File: config.mk
export PLATFORM = sky130hd
export DESIGN_NAME = i2s_tx
export DESIGN_NICKNAME = d
export VERILOG_FILES = /design/src/rtl/i2s_tx.sv
export SDC_FILE = /design/constraint.sdc
export NUM_CORES = 1
export LEC_CHECK = 0
export CAP_MARGIN = 15
export CORE_ASPECT_RATIO = 0.75
export CORE_MARGIN = 2
export CORE_UTILIZATION = 48
export CTS_CLUSTER_DIAMETER = 60
export CTS_CLUSTER_SIZE = 14
export DETAILED_ROUTE_END_ITERATION = 10
export GPL_TIMING_DRIVEN = 0
export PLACE_DENSITY = 0.69
export SLEW_MARGIN = 20
export SYNTH_ARGS = -nofsm -noshare
export SYNTH_HDL_FRONTEND = slang
export SYNTH_SLANG_ARGS = --single-unit
File: constraint.sdc
create_clock -name i_clk -period 3.32 [get_ports i_clk]
set_clock_uncertainty 0.15 [all_clocks]
set_input_delay 0.664 -clock i_clk [delete_from_list [all_inputs] [get_ports i_clk]]
set_output_delay 0.664 -clock i_clk [all_outputs]
set_load 0.02 [all_outputs]
File: src/rtl/i2s_tx.sv
// -----------------------------------------------------------------------------
// i2s_tx
//
// Purpose:
//   Serialises 24-bit mono samples (data + one-cycle DV strobe) into an I2S
//   stream for a codec DAC. BCLK and LRCLK are derived from i_clk. A
//   single-entry holding register decouples the sample strobe from the serial
//   frame. Each sample is sent on both the left and the right channel.
//
// Parameters:
//   BCLK_HALF  i_clk cycles per BCLK half-period (>=1)
//   SLOT_BITS  BCLK cycles per channel slot (>=25); frame = 2*SLOT_BITS bits
//
// Ports:
//   i_clk       system clock
//   i_rst_n     synchronous active-low reset
//   i_data      24-bit two's complement sample, taken only when i_DV=1
//   i_DV        one-cycle sample strobe
//   o_bclk      serial bit clock
//   o_lrclk     word select (0=left, 1=right)
//   o_sdata     serial data, MSB first
//   o_overflow  sticky: a held sample was overwritten before transmission
//   o_underrun  sticky: a frame started with no new sample held
//
// Handshake:
//   i_DV is a strobe with no back-pressure. A sample is taken on every cycle
//   where i_DV=1; if the hold register still holds an untransmitted sample it
//   is replaced and o_overflow is set.
//
// Configuration:
//   I2S_TX_LJ_EN  defined   -> left-justified format (MSB on the LRCLK edge)
//                 undefined -> standard I2S (MSB one BCLK after LRCLK edge)
//
// The channel/slot sequencing (pad, data, tail for left then right) is
// implicit in bit_cnt_q, so no separate state register is kept.
// -----------------------------------------------------------------------------
module i2s_tx #(
  parameter int BCLK_HALF = 2,
  parameter int SLOT_BITS = 32
) (
  input  logic        i_clk,
  input  logic        i_rst_n,
  input  logic [23:0] i_data,
  input  logic        i_DV,
  output logic        o_bclk,
  output logic        o_lrclk,
  output logic        o_sdata,
  output logic        o_overflow,
  output logic        o_underrun
);

  localparam int FRAME_BITS = 2 * SLOT_BITS;
  localparam int DIV_W      = (BCLK_HALF > 1) ? $clog2(BCLK_HALF) : 1;
  localparam int BIT_W      = $clog2(FRAME_BITS);

  logic [DIV_W-1:0] div_q,        div_d;
  logic             bclk_q,       bclk_d;
  logic [BIT_W-1:0] bit_cnt_q,    bit_cnt_d;
  logic             lrclk_q,      lrclk_d;
  logic             sdata_q,      sdata_d;
  logic [23:0]      hold_q,       hold_d;
  logic             hold_valid_q, hold_valid_d;
  logic [23:0]      frame_q,      frame_d;
  logic             overflow_q,   overflow_d;
  logic             underrun_q,   underrun_d;

  logic             div_tc;
  logic             fall;
  logic             bit_last;
  logic             load;
  logic [BIT_W-1:0] bit_nxt;
  logic [BIT_W-1:0] slot_nxt;
  logic [BIT_W-1:0] bit_idx;
  logic             sdata_nxt;

  always_comb begin
    div_tc   = (div_q == DIV_W'(BCLK_HALF - 1));
    // Everything serial moves on the BCLK falling edge so the codec samples
    // stable data on the rising edge.
    fall     = div_tc & bclk_q;
    bit_last = (bit_cnt_q == BIT_W'(FRAME_BITS - 1));
    load     = fall & bit_last;
    bit_nxt  = bit_last ? '0 : bit_cnt_q + BIT_W'(1);
    slot_nxt = (bit_nxt >= BIT_W'(SLOT_BITS)) ? bit_nxt - BIT_W'(SLOT_BITS)
                                              : bit_nxt;

    div_d   = div_tc ? '0 : div_q + DIV_W'(1);
    bclk_d  = bclk_q ^ div_tc;

    // Frame value used for the serial bit must be the one loaded on this same
    // edge (matters for the left-justified MSB at slot 0).
    frame_d = frame_q;
    if (load) begin
      frame_d = hold_valid_q ? hold_q : 24'd0;
    end

    sdata_nxt = 1'b0;
    bit_idx   = '0;
`ifdef I2S_TX_LJ_EN
    if (slot_nxt <= BIT_W'(23)) begin
      bit_idx   = BIT_W'(23) - slot_nxt;
      sdata_nxt = frame_d[bit_idx[4:0]];
    end
`else
    if ((slot_nxt >= BIT_W'(1)) && (slot_nxt <= BIT_W'(24))) begin
      bit_idx   = BIT_W'(24) - slot_nxt;
      sdata_nxt = frame_d[bit_idx[4:0]];
    end
`endif

    bit_cnt_d = fall ? bit_nxt : bit_cnt_q;
    lrclk_d   = fall ? (bit_nxt >= BIT_W'(SLOT_BITS)) : lrclk_q;
    sdata_d   = fall ? sdata_nxt : sdata_q;

    // A strobe coinciding with the frame load refills the register the load
    // is emptying, so it is not an overwrite.
    hold_d       = i_DV ? i_data : hold_q;
    hold_valid_d = i_DV ? 1'b1 : (load ? 1'b0 : hold_valid_q);
    overflow_d   = overflow_q | (i_DV & hold_valid_q & ~load);
    underrun_d   = underrun_q | (load & ~hold_valid_q);
  end

  always_ff @(posedge i_clk) begin
    if (!i_rst_n) begin
      div_q        <= '0;
      bclk_q       <= 1'b0;
      bit_cnt_q    <= '0;
      lrclk_q      <= 1'b0;
      sdata_q      <= 1'b0;
      hold_q       <= '0;
      hold_valid_q <= 1'b0;
      frame_q      <= '0;
      overflow_q   <= 1'b0;
      underrun_q   <= 1'b0;
    end else begin
      div_q        <= div_d;
      bclk_q       <= bclk_d;
      bit_cnt_q    <= bit_cnt_d;
      lrclk_q      <= lrclk_d;
      sdata_q      <= sdata_d;
      hold_q       <= hold_d;
      hold_valid_q <= hold_valid_d;
      frame_q      <= frame_d;
      overflow_q   <= overflow_d;
      underrun_q   <= underrun_d;
    end
  end

  assign o_bclk     = bclk_q;
  assign o_lrclk    = lrclk_q;
  assign o_sdata    = sdata_q;
  assign o_overflow = overflow_q;
  assign o_underrun = underrun_q;

endmodule
==> flow_summary.yaml, run 1 <==
status:
  status: "finished, final reports clean"
floorplan:
  ios: 32
  rows: 25
  die_h_microns: 73.5
  die_x_microns: 96.7
  core_region_area_sq_mm: 0.00626
  die-area_sq_mm: 0.00711
  start_util: 0.495
worst_setup_path:
  critPathCaptureType: "flop"
  cp.required_ns: 3.45
  critPathMaxFanout: 10
  crit_slowest_cell: "a2111oi_0"
  setup.worst_path.class: "reg -> reg"
  max_stage_delay_ns: 0.49
  cp.arrival_ns: 2.63
  critPathLaunchType: "flop"
  path_cells: "ha_1 -> buf_6 -> nand4_4 -> buf_6 -> nor3_1 -> a2111oi_0 -> a2111oi_0 -> o211ai_1 -> nand3_1"
cts:
  clock_sinks: 61
  cts_hold_buffers: 0
  path_clk_slew_ns: 0.07
  cts.repair.resized: 0
  clk_latency_ns: 0.34
  cts_buffers: 9
  cts_setup_buffers: 0
  cts_tree: "yes"
  cts_max_level: 3
  clk_path_buf_depth: 2
  cts_root_buffer: "clkbuf_8"
global_route:
  grt_max_degree: 12
  grt_pass1_wl_microns: 11500
  first_global_vias: 2266
  grt.total_usage: 0.209
  grt_overflow: 0
  grt_antenna_before_repair: 0
yosys:
  synth_common_cells: "dfxtp_1 (61), nor2b_1 (33), nand2_1 (30), mux2i_1 (26), nand3_1 (19)"
  synthMostInstantiatedCell: "dfxtp_1"
  synth_top_area_cell: "dfxtp_1"
  synth_cell_types: 60
  synth.area.top_cells: "dfxtp_1 (39%), mux2i_1 (8.4%), nor2b_1 (6.7%), a21boi_0 (4.4%), nand2_1 (3.6%)"
  syn-cell-area_sq_mm: 0.00309
  seq_area_frac_synth: 0.395
  yosysTopAreaCellShare: 0.395
  synth-edff-count: 0
  ys_seq_elements: 61
  synth_nets: 358
  synth_flop_cell: "dfxtp_1"
  yosysWarnings: 0
  async_reset_ff_frac: 0
  synth_cells: 327
  syn_area_per_cell_sq_um: 9.46
placement:
  place_hpwl_microns: 4990
  routabilityCongestion: 0.846
  port_buffers: 30
timing:
  report.final.slew_viol_count: 0
  tightestPinTransition_ns: 0.682
  finalSetupViolations: 0
  period_share: 0.753
  final_hold_viol_count: 0
  setup_tns_ns: 0
  slew_headroom: 0.545
  rsz0062_at_grt: "false"
  fmax_mhz: 400
  fin_crit_ns: 2.50
route:
  firstDrtPassIters: 4
  dr.first_iter.drc_count: 137
  vias: 2448
  routed_wl_microns: 6950
  wire_per_inst_microns: 15.3
  ant_nets: 0
  viasPerCell: 5.39
  drcViolationCount: 0
pwr:
  seqPwrFrac: 0.476
  p_int_mw: 1.23
  power_density_mw_per_mm2: 437
  sw_frac_of_total: 0.242
  switchingPower_uw: 392
  combPwrFrac: 0.098
  p_leak_nw: 1.37
  finalPower_mw: 1.62
  p_clk_frac: 0.426
  peakVddDrop_v: 0.000297
flow_run:
  drv_cap: 0
layout:
  diodes: 0
  final_nets: 399
  area_growth_pct: 19.7
  drive_above_1_share: 0.121
  ff_latch_area_sq_mm: 0.00122
  multi_input_area_sq_mm: 0.00171
  n_fill_cell: 571
hold_path:
  hold_path.class: "reg -> reg"
[worst paths after layout]
check	slack [ns]	depth (start not counted)	startpoint	end
worst max register to register	0.82	9	bit_cnt_q[1]$_SDFFE_PN0P_	o_sdata$_SDFFE_PN0P_
worst min register to register	0.28	1	div_q$_SDFF_PP0_	div_q$_SDFF_PP0_
worst min-delay path	0.28	1	div_q$_SDFF_PP0_	div_q$_SDFF_PP0_
worst max-delay path	0.82	9	bit_cnt_q[1]$_SDFFE_PN0P_	o_sdata$_SDFFE_PN0P_
[through the flow]
step	hold WS [ns]	instances	util	cell area [sq um]	worst slack [ns]
after floorplan	0.246	327	-	3090	1.11
after global placement	0.261	438	0.559	3500	0.774
after detailed placement	0.268	438	0.559	3500	0.791
after CTS	0.278	454	0.592	3700	0.851
after global routing	0.298	454	0.592	3700	0.576
final	0.279	454	0.592	3700	0.821
[state kept, by name (all words and copies together), names as in the netlist]
signal and flops:
hold_q 24, o_overflow 1, frame_q 24, o_bclk 1, o_underrun 1, hold_valid_q 1, bit_cnt_q 6, div_q 1
o_sdata 1, o_lrclk 1
[cell type report]
cell class | count | share of cell area
buffer | 25 | 0.0378
inverter | 5 | 0.00507
multi-input combinational | 236 | 0.463
sequential | 61 | 0.330
timing repair buffer | 30 | 0.0811
clock inverter | 5 | 0.0155
clock buffer | 11 | 0.0409
tap | 81 | 0.0274
[cell usage in the layout, fill, tap and decap left out, drive strengths merged, types with 10 or more instances in the layout]
cell type	instances
dfxtp	61
o21ai	10
nor3	10
nand2	32
nand3	19
clkbuf	24
buf	12
a21boi	20
clkdlybuf4s50	30
mux2i	26
nor2b	33
and2	11
[worst max-delay path: cells and delay by family, from the launching register on]
| family | cells | cell delay, ns |
|---|---|---|
| AO/OA/AOI/OAI | 3 | 0.77 |
| adder cells (fa/ha/maj) | 1 | 0.21 |
| AND/OR/NAND/NOR | 3 | 0.50 |
| buffers and inverters | 2 | 0.34 |
| flip-flops | 1 | 0.46 |
[routing by layer]
layer,track usage,up-vias,part of all wire
met4,0.0610,0,0.0095
met5,0,-,0
met2,0.318,51,0.43
met1,0.285,1146,0.51
li1,-,1243,-
met3,0.0685,8,0.048
[logic make-up after synthesis]
group                      synth area share
xor gates and xnor gates             0.0263
DFF                                   0.395
adders and majority gates            0.0162
and+or+nand+nor                       0.224
AOI/OAI and AO/OA                     0.178
buffers and inverters                0.0514
muxes                                 0.110
[power groups by stage]
| stage | clock network (mW) | registers [mW] | logic, mW |
|---|---|---|---|
| after CTS | 0.700 | 0.771 | 0.160 |
| after global placement | 0 | 0.787 | 0.157 |
| after floorplan | 0 | 0.786 | 0.0963 |
| after detailed placement | 0 | 0.787 | 0.159 |
| final | 0.689 | 0.771 | 0.159 |
| after global routing | 0.740 | 0.773 | 0.175 |
No activity file was read; power rests on OpenSTA's default activity.
==> inputs of run 2 (changes only) <==
==> constraint.sdc (replaced) <==
create_clock -name i_clk -period 2.5 [get_ports i_clk]
set_clock_uncertainty 0.15 [all_clocks]
set_input_delay 0.5 -clock i_clk [delete_from_list [all_inputs] [get_ports i_clk]]
set_output_delay 0.5 -clock i_clk [all_outputs]
set_load 0.02 [all_outputs]
==> run 2 against run 1 <==
- die area unchanged
- register-to-register slack worse by 0.71 ns
- total power up 33%
- design area up 0.91%
- critical endpoint unchanged
==> flow_summary.yaml, run 2 (synthesized netlist as in run 1, its figures left out) <==
global_route:
  top_usage_layer: "met2"
  use_met1: 0.285
  grt_overflow: 0
  grt_antenna_before_repair: 0
  first_global_vias: 2266
  grt_use_met3: 0.0685
  grt.total_usage: 0.209
  met2_usage: 0.318
  grt_pass1_wl_microns: 11500
  grt_max_degree: 12
route:
  wire_per_inst_microns: 15.3
  drcViolationCount: 0
  vias: 2464
  viasPerCell: 5.43
  dr.first_iter.drc_count: 140
  routed_wl_microns: 6960
  firstDrtPassIters: 4
  ant_nets: 0
timing:
  finalSetupViolations: 0
  slew_headroom: 0.544
  report.final.slew_viol_count: 0
  tightestPinTransition_ns: 0.684
  fin_crit_ns: 2.39
  setup_slack_ns: 0.115
  fmax_mhz: 419
  period_share: 0.954
  final_hold_viol_count: 0
  rsz0062_at_grt: "false"
  setup_tns_ns: 0
cts:
  clk_path_buf_depth: 2
  cts_root_buffer: "clkbuf_8"
  cts.repair.resized: 0
  cts_tree: "yes"
  clk_latency_ns: 0.34
  cts_max_level: 3
  cts_buffers: 9
  cts_hold_buffers: 0
  cts_setup_buffers: 0
  path_clk_slew_ns: 0.07
  clock_sinks: 61
worst_setup_path:
  setup.worst_path.class: "reg -> reg"
  critPathLaunch: "bit_cnt_q[1]$_SDFFE_PN0P_"
  endpoint: "o_sdata$_SDFFE_PN0P_"
  cp.required_ns: 2.56
  rr_endpoint: "o_sdata$_SDFFE_PN0P_"
  rr_startpoint: "bit_cnt_q[1]$_SDFFE_PN0P_"
  critPathCaptureType: "flop"
  critPathMaxFanout: 10
  critPathLaunchType: "flop"
  reg2reg_slack_ns: 0.11
  reg2regPathDepth: 8
  cp.arrival_ns: 2.45
layout:
  fin_cells: 454
  drive_above_1_share: 0.137
  mostFrequentLayoutCell: "dfxtp_1"
  diodes: 0
  final_area_sq_mm: 0.00374
  area_growth_pct: 20.8
  final_cell_mix: "dfxtp_1 (60), nor2b_1 (33), nand2_1 (30), clkdlybuf4s50_1 (30), mux2i_1 (26)"
  final_nets: 399
  top_regs: "frame_q: 24 flops, hold_q: 24 flops, bit_cnt_q: 6 flops"
  fin_util: 0.598
placement:
  place_hpwl_microns: 4990
  place_inst: 438
  dp_slack_ns: 0.0378
  port_buffers: 30
  place_area_sq_mm: 0.00350
  routabilityCongestion: 0.846
hold_path:
  hold_path.class: "reg -> reg"
floorplan:
  start_util: 0.495
  ios: 32
  die-area_sq_mm: 0.00711
  core_region_area_sq_mm: 0.00626
  die_x_microns: 96.7
  die_h_microns: 73.5
  rows: 25
status:
  status: "finished, final reports clean"
pwr:
  p_leak_nw: 1.38
  power_density_mw_per_mm2: 577
  peakVddDrop_v: 0.000400
flow_run:
  drv_cap: 0
[run 2: cell type report]
class / instances / area, sq um
multi-input combinational: 236 / 1740
fill: 563 / 2520
inverter: 5 / 18.8
clock inverter: 5 / 57.6
tap: 81 / 101
clock buffer: 11 / 151
buffer: 25 / 143
sequential: 61 / 1220
timing repair buffer: 30 / 300
[run 2: report_power, final]
| part | leakage (nW) | internal (mW) | switching (mW) |
|---|---|---|---|
| logic | 0.771 | 0.114 | 0.103 |
| clock network | 0.110 | 0.516 | 0.400 |
| registers | 0.498 | 1.00 | 0.0198 |
| total | 1.38 | 1.63 | 0.523 |
[run 2: routing by layer]
metal	wire, microns	part of all wire
met5	0	0
met4	76	0.011
met3	325	0.047
met2	3040	0.44
met1	3510	0.51
[run 2: metrics by stage]
| step | power (mW) | hold slack (ns) |
|---|---|---|
| 2_1_floorplan | 1.17 | 0.246 |
| 4_1_cts | 2.17 | 0.278 |
| 6_report | 2.16 | 0.278 |
| 3_3_place_gp | 1.25 | 0.261 |
| 3_5_place_dp | 1.26 | 0.268 |
| 5_1_grt | 2.25 | 0.298 |
[run 2: worst min path at each step]
stage | start | end | slack [ns] | depth (start not counted)
global placement | div_q$_SDFF_PP0_ | div_q$_SDFF_PP0_ | 0.26 | 1
CTS | div_q$_SDFF_PP0_ | div_q$_SDFF_PP0_ | 0.28 | 1
finish | div_q$_SDFF_PP0_ | div_q$_SDFF_PP0_ | 0.28 | 1
detailed placement | div_q$_SDFF_PP0_ | div_q$_SDFF_PP0_ | 0.27 | 1
global route | div_q$_SDFF_PP0_ | div_q$_SDFF_PP0_ | 0.30 | 1
floorplan | div_q$_SDFF_PP0_ | div_q$_SDFF_PP0_ | 0.25 | 1
[run 2: worst max-delay path, stage by stage (launching register included)]
cell       delay, ns
dfxtp_2         0.36
ha_1            0.19
buf_6           0.15
and4_1          0.26
nand2_2         0.22
o21ai_1         0.13
mux4_2          0.51
o2111ai_2       0.19
nand3_1         0.11
==> inputs of run 3 (changes only) <==
--- a/config.mk
+++ b/config.mk
@@ -14,7 +14,8 @@
 export DETAILED_ROUTE_END_ITERATION = 10
 export GPL_TIMING_DRIVEN = 0
 export PLACE_DENSITY = 0.69
-export SLEW_MARGIN = 20
+export SLEW_MARGIN = 5
 export SYNTH_ARGS = -nofsm -noshare
 export SYNTH_HDL_FRONTEND = slang
 export SYNTH_SLANG_ARGS = --single-unit
+export TNS_END_PERCENT = 100
==> results of run 3 <==
No change in the layout: final DEF, timing and power equal those of run 2.
